`src/rtl/data_path.sv`:
```
// data_path: 32-bit single-bus CPU datapath.
// Register file R0-R15, PC, IR, MAR, MDR, Y, HI, LO and a 64-bit Z, all fed
// from one shared bus selected by a fixed-priority encoder. The ALU reads A
// from Y and B from the bus; its 64-bit result is captured into Z halves.
// Every strobe comes from an external sequencer; there is no FSM in here.
//
// Build option: define MULDIV_EN to build the signed multiplier and the
// divider (opcodes 10000 / 01111). Without it those opcodes yield 0.
//
// The register contents and the bus are also brought out as read-only ports
// so the surrounding system (memory address, debug) can observe them.
module data_path #(
  parameter int WIDTH = 32
) (
  input  logic                    clock,
  input  logic                    clear,
  // bus-drive strobes
  input  logic                    PCout,
  input  logic                    Zhighout,
  input  logic                    Zlowout,
  input  logic                    MDRout,
  input  logic                    R0out,
  input  logic                    R2out,
  input  logic                    R3out,
  input  logic                    R4out,
  input  logic                    R5out,
  input  logic                    R6out,
  input  logic                    R7out,
  input  logic                    Cin,
  // load enables
  input  logic                    MARin,
  input  logic                    PCin,
  input  logic                    MDRin,
  input  logic                    IRin,
  input  logic                    Yin,
  input  logic                    IncPC,
  input  logic                    Read,
  input  logic [4:0]              opcode,
  input  logic                    R0in,
  input  logic                    R1in,
  input  logic                    R2in,
  input  logic                    R3in,
  input  logic                    R4in,
  input  logic                    R5in,
  input  logic                    R6in,
  input  logic                    R7in,
  input  logic                    R8in,
  input  logic                    R9in,
  input  logic                    R10in,
  input  logic                    R11in,
  input  logic                    R12in,
  input  logic                    R13in,
  input  logic                    R14in,
  input  logic                    R15in,
  input  logic                    HIin,
  input  logic                    LOin,
  input  logic                    ZHighIn,
  input  logic                    ZLowIn,
  input  logic [WIDTH-1:0]        Mdatain,
  // observation
  output logic [WIDTH-1:0]        bus,
  output logic [WIDTH-1:0]        pc,
  output logic [WIDTH-1:0]        ir,
  output logic [WIDTH-1:0]        mar,
  output logic [WIDTH-1:0]        mdr,
  output logic [WIDTH-1:0]        y,
  output logic [WIDTH-1:0]        hi,
  output logic [WIDTH-1:0]        lo,
  output logic [2*WIDTH-1:0]      z,
  output logic [15:0][WIDTH-1:0]  regs
);

  localparam logic [4:0] OP_ADD  = 5'b00011;
  localparam logic [4:0] OP_SUB  = 5'b00100;
  localparam logic [4:0] OP_AND  = 5'b00101;
  localparam logic [4:0] OP_OR   = 5'b00110;
  localparam logic [4:0] OP_ROR  = 5'b00111;
  localparam logic [4:0] OP_ROL  = 5'b01000;
  localparam logic [4:0] OP_SHR  = 5'b01001;
  localparam logic [4:0] OP_SHRA = 5'b01010;
  localparam logic [4:0] OP_SHL  = 5'b01011;
  localparam logic [4:0] OP_DIV  = 5'b01111;
  localparam logic [4:0] OP_MUL  = 5'b10000;
  localparam logic [4:0] OP_NEG  = 5'b10001;
  localparam logic [4:0] OP_NOT  = 5'b10010;

  logic [15:0]          reg_in;
  logic [WIDTH-1:0]     c_sign_ext;
  logic [2*WIDTH-1:0]   alu_result;
  logic [4:0]           shamt;
  logic [2*WIDTH-1:0]   ror_wide;
  logic [2*WIDTH-1:0]   rol_wide;
  logic [WIDTH-1:0]     shra_val;
  logic [2*WIDTH-1:0]   mul_prod;
  logic [WIDTH-1:0]     div_quot;
  logic [WIDTH-1:0]     div_rem;

  assign reg_in = {R15in, R14in, R13in, R12in, R11in, R10in, R9in, R8in,
                   R7in,  R6in,  R5in,  R4in,  R3in,  R2in,  R1in, R0in};

  // The immediate field of an instruction is IR[18:0], sign-extended.
  assign c_sign_ext = {{(WIDTH-19){ir[18]}}, ir[18:0]};

  // Fixed-priority bus encoder; simultaneous strobes are legal and the
  // highest-priority one simply wins. Idle bus reads as zero.
  always_comb begin
    bus = '0;
    if (MDRout)        bus = mdr;
    else if (PCout)    bus = pc;
    else if (Zhighout) bus = z[2*WIDTH-1:WIDTH];
    else if (Zlowout)  bus = z[WIDTH-1:0];
    else if (Cin)      bus = c_sign_ext;
    else if (R0out)    bus = regs[0];
    else if (R2out)    bus = regs[2];
    else if (R3out)    bus = regs[3];
    else if (R4out)    bus = regs[4];
    else if (R5out)    bus = regs[5];
    else if (R6out)    bus = regs[6];
    else if (R7out)    bus = regs[7];
  end

  // Shifter operands: rotates take the matching half of a doubled word, so a
  // zero shift amount falls out naturally without a special case.
  assign shamt    = bus[4:0];
  assign ror_wide = {y, y} >> shamt;
  assign rol_wide = {y, y} << shamt;
  assign shra_val = $signed(y) >>> shamt;

`ifdef MULDIV_EN
  logic [2*WIDTH-1:0] mul_a;
  logic [2*WIDTH-1:0] mul_b;

  // Operands are sign-extended explicitly so the full 64-bit product is signed.
  assign mul_a    = {{WIDTH{y[WIDTH-1]}}, y};
  assign mul_b    = {{WIDTH{bus[WIDTH-1]}}, bus};
  assign mul_prod = $signed(mul_a) * $signed(mul_b);

  // Division by zero is defined to return zero in both halves.
  always_comb begin
    div_quot = '0;
    div_rem  = '0;
    if (bus != '0) begin
      div_quot = $signed(y) / $signed(bus);
      div_rem  = $signed(y) % $signed(bus);
    end
  end
`else
  assign mul_prod = '0;
  assign div_quot = '0;
  assign div_rem  = '0;
`endif

  // ALU: A is always Y, B is always the bus. Single-word results leave the
  // upper half zero; unknown opcodes produce zero.
  always_comb begin
    alu_result = '0;
    unique case (opcode)
      OP_ADD:  alu_result[WIDTH-1:0] = y + bus;
      OP_SUB:  alu_result[WIDTH-1:0] = y - bus;
      OP_AND:  alu_result[WIDTH-1:0] = y & bus;
      OP_OR:   alu_result[WIDTH-1:0] = y | bus;
      OP_ROR:  alu_result[WIDTH-1:0] = ror_wide[WIDTH-1:0];
      OP_ROL:  alu_result[WIDTH-1:0] = rol_wide[2*WIDTH-1:WIDTH];
      OP_SHR:  alu_result[WIDTH-1:0] = y >> shamt;
      OP_SHRA: alu_result[WIDTH-1:0] = shra_val;
      OP_SHL:  alu_result[WIDTH-1:0] = y << shamt;
      OP_DIV:  alu_result = {div_rem, div_quot};
      OP_MUL:  alu_result = mul_prod;
      OP_NEG:  alu_result[WIDTH-1:0] = '0 - bus;
      OP_NOT:  alu_result[WIDTH-1:0] = ~bus;
      default: alu_result = '0;
    endcase
  end

  // PC: a bus load overrides the increment when both are requested.
  always_ff @(posedge clock or posedge clear) begin
    if (clear)      pc <= '0;
    else if (PCin)  pc <= bus;
    else if (IncPC) pc <= pc + 1'b1;
  end

  // MDR: memory read data or bus, selected by Read.
  always_ff @(posedge clock or posedge clear) begin
    if (clear)      mdr <= '0;
    else if (MDRin) mdr <= Read ? Mdatain : bus;
  end

  // Special-purpose registers loaded straight from the bus.
  always_ff @(posedge clock or posedge clear) begin
    if (clear) begin
      mar <= '0;
      ir  <= '0;
      y   <= '0;
      hi  <= '0;
      lo  <= '0;
    end else begin
      if (MARin) mar <= bus;
      if (IRin)  ir  <= bus;
      if (Yin)   y   <= bus;
      if (HIin)  hi  <= bus;
      if (LOin)  lo  <= bus;
    end
  end

  // Z halves load independently from the ALU result; both may load together.
  always_ff @(posedge clock or posedge clear) begin
    if (clear) begin
      z <= '0;
    end else begin
      if (ZHighIn) z[2*WIDTH-1:WIDTH] <= alu_result[2*WIDTH-1:WIDTH];
      if (ZLowIn)  z[WIDTH-1:0]       <= alu_result[WIDTH-1:0];
    end
  end

  // General register file; R0 is an ordinary register.
  always_ff @(posedge clock or posedge clear) begin
    if (clear) begin
      regs <= '0;
    end else begin
      for (int i = 0; i < 16; i++) begin
        if (reg_in[i]) regs[i] <= bus;
      end
    end
  end

endmodule

```
`config.mk`:
```
export PLATFORM = sky130hd
export DESIGN_NAME = data_path
export DESIGN_NICKNAME = d
export VERILOG_FILES = /design/src/rtl/data_path.sv
export SDC_FILE = /design/constraint.sdc
export NUM_CORES = 2
export LEC_CHECK = 0
export CAP_MARGIN = 25
export CORE_MARGIN = 4
export CORE_UTILIZATION = 35
export CTS_BUF_LIST = sky130_fd_sc_hd__clkbuf_4
export CTS_CLUSTER_DIAMETER = 60
export DETAILED_ROUTE_END_ITERATION = 6
export GPL_TIMING_DRIVEN = 0
export PLACE_DENSITY_LB_ADDON = 0.2
export SETUP_SLACK_MARGIN = 0.4
export SLEW_MARGIN = 25
export SYNTH_ARGS = -nofsm -noshare
export SYNTH_HDL_FRONTEND = slang
export SYNTH_SLANG_ARGS = --single-unit
```
`constraint.sdc`:
```
create_clock -name clock -period 52.7 [get_ports clock]
set_clock_uncertainty 0.2 [all_clocks]
set_input_delay 5.27 -clock clock [delete_from_list [all_inputs] [get_ports clock]]
set_output_delay 5.27 -clock clock [all_outputs]
set_load 0.05 [all_outputs]
```
==> qor.yml <==
sta:
  rsz0062_at_grt: "no"
  setup_viol: 0
  worstMarginPinSlew_ps: 1250
  layout_setup_ws_ps: 35520
  fin_setup_tns_ps: 0
  layout_worst_path_cycle_share_pct: 32.6
  final_max_slew_viol_count: 0
  min_period_ps: 17180
  relSlewSlack_pct: 16.8
  clock.fmax_ghz: 0.0582
  hold_viol_final: 0
floorplanning:
  start_util_pct: 35.2
  core_area_um2: 123000
  fp-row-count: 129
  dieWidth_um: 360
  ios: 910
  die_area_um2: 130000
  die-height_um: 360
placement:
  placedInstanceArea_um2: 54900
  routabilityCongestion: 1.11
  dpl.hpwl_um: 244000
  io_buffers: 848
  dp_cells: 7152
  place_ws_ps: 35710
setup_path:
  startpoint_type: "input port"
  regToRegSetupSlack_ps: 43690
  crit_chain: "clkdlybuf4s50_1, buf_2, inv_1, clkbuf_1, clkbuf_1, a311oi_1, a211oi_1, nor3_1, a211oi_1, nor3_1, a211oi_1, o21a_1, clkbuf_1, clkbuf_1, inv_1, clkdlybuf4s50_1"
  slowest_delay_ps: 860
  worstPathRequired_ps: 47230
  rr_endpoint: "z[26]"
  crit_arrival_ps: 11710
  crit_path_top_delay_cell: "clkbuf_1"
  crit_type: "input port to primary output"
  end_kind: "primary output"
  reg2regPathDepth: 23
  critPathMaxFanout: 11
  worstReg2RegStart: "pc[0]"
  cp_common_cell: "clkbuf_1"
power:
  powerDensity_nw_per_um2: 48.3
  power_leakage_nw: 23.9
  max-vdd-ir-drop_mv: 0.0291
cts:
  cts_resized: 0
  clk_latency_ps: 1200
  clock_sinks: 768
  cts_setup_buffers: 0
  cts_tree: "built"
  cts_buffers: 201
  clk_pin_slew_ps: 70
  ctsHoldBuffers: 0
  htree_levels: 4
  root_buffer: "clkbuf_4"
  ctsLongestPathBuffers: 3
yosys:
  yosysSeqAreaShare_pct: 44.2
  synth_top_area_cell: "dfrtp_1"
  synth_top_cells_by_count: "dfrtp_1 (768), a21oi_1 (608), nor2_1 (544)"
  netlist_area_um2: 43500
  async_reset_ff_share_pct: 100
  yosys-top-cells-area: "dfrtp_1 (44%), mux2_2 (9.5%), a21oi_1 (7.0%)"
  yosysMostFrequentCell: "dfrtp_1"
  synth_cells: 4605
  yosys_warnings: 0
  yosysTopAreaCellShare_pct: 44.2
  ys_types: 102
  synth_edf_count: 0
  synth_flop_cell: "dfrtp_1"
  synth_area_per_cell_um2: 9.44
  ys_ff_latch: 768
flow_run:
  drv_cap: 0
detailed_routing:
  drtIter0Drc: 6121
  drt_wl_total_um: 307000
  routedWlPerCell_um: 40.8
  vias: 47300
  dr.pass1.iters: 7
  ant_nets: 0
  drcViolationCount: 13
  via_per_inst: 6.29
grt:
  grt.total_usage_pct: 45.6
  grt_max_degree: 92
  antenna_found_initial: 44
  grt_pass1_wl_um: 409000
  grt_overflow_total: 0
  grt_pass1_vias: 45600
finish:
  drive_gt1_share_pct: 15.8
  layout.nets: 5896
  instances_no_fill: 7525
  stdcell_area_um2: 57600
  syn_to_final_growth_pct: 32.4
  finish.utilization_pct: 46.6
  fillers: 12200
hold_path:
  min_to: "regs[321]"
  min_from: "regs[321]"
  hold_class: "register to register"
  holdPathStages: 1
status:
  violations: "DRC"
  outcome: "complete, but fails checks"
==> worst max-delay path: cells and delay by family <==
kind	cells	cell delay, ps
AO/OA/AOI/OAI	5	1390
buffers and inverters	9	4810
AND/OR/NAND/NOR	2	220
==> registers in the layout, summed over array words and instances (netlist names) <==
name,cells
mdr,32
regs,512
ir,32
pc,32
hi,32
mar,32
y,32
z,32
lo,32
==> cells by family (layout without fill, tap and decap cells) <==
kind of cell    after synthesis  after routing  share of synthesized area [%]
mux                         529            529                           13.5
simple gates               1190           1190                           12.2
buf+inv                     553           1782                           5.42
fa+ha+maj                    99             99                           2.88
xor+xnor                     75             75                           1.51
flops                       768            768                           44.2
compound gates             1390           1390                           20.3
other cells                   1             55                        0.00863
==> per-layer routing <==
layer	GRT usage (%)	share of wire, %	up-vias	wire length [um]
met1	52.8	36	24000	110000
met4	35.2	9.6	14	29500
met3	14.5	10	1000	31600
met5	0.0363	0.025	-	77
li1	-	-	18900	-
met2	70.4	44	3452	136000
==> where the power goes <==
part	total [mW]	switching (mW)	leakage, nW	internal [mW]
clock	0.542	0.272	1.52	0.270
sequential	0.812	0.124	9.08	0.688
combinational	1.42	1.03	13.3	0.395
total	2.78	1.42	23.9	1.35
==> how the worst max path moves through the flow <==
stage | depth (start not counted) | slack, ps | from | endpoint
after floorplan | 1 | 25670 | clear | hi[0]
after global placement | 2 | 15280 | clear | regs[296]
after detailed placement | 14 | 35710 | Zhighout | bus[1]
after CTS | 14 | 35700 | Zhighout | bus[1]
after global routing | 16 | 35430 | R5out | bus[13]
final | 16 | 35520 | R5out | bus[13]
==> layout by cell type (no fill, tap or decap), types with 54 or more instances in the layout <==
| cell type | netlist | layout |
|---|---|---|
| buf_2 | 46 | 54 |
| inv_1 | 117 | 116 |
| mux2_2 | 366 | 366 |
| a211oi_1 | 80 | 77 |
| o21ai_0 | 177 | 177 |
| clkbuf_1 | 298 | 274 |
| mux2i_1 | 151 | 143 |
| ha_1 | 96 | 96 |
| dfrtp_1 | 768 | 768 |
| clkbuf_4 | 0 | 296 |
| a21oi_1 | 608 | 602 |
| nand2_1 | 300 | 300 |
| nor2_1 | 544 | 543 |
| clkdlybuf4s50_1 | 0 | 848 |
==> cell type report <==
class                           count  area (um^2)  share of cell area, %
Multi-Input combinational cell   3315        22300                   38.7
Sequential cell                   768        19200                   33.4
Timing Repair Buffer              881         8990                   15.6
Clock buffer                      295         2210                   3.85
Tap cell                         1637         2050                   3.56
Buffer                            431         1930                   3.36
Inverter                          122          465                  0.809
Clock inverter                     53          320                  0.557
Antenna cell                       23         57.6                  0.100
==> per-stage QoR <==
step,total power [mW],hold WS [ps]
5_1_grt,2.83,316
2_1_floorplan,1.54,573
6_report,2.78,307
3_5_place_dp,2.19,294
3_3_place_gp,2.18,289
4_1_cts,2.73,309
Note: power is estimated with default switching activity, not from simulation.
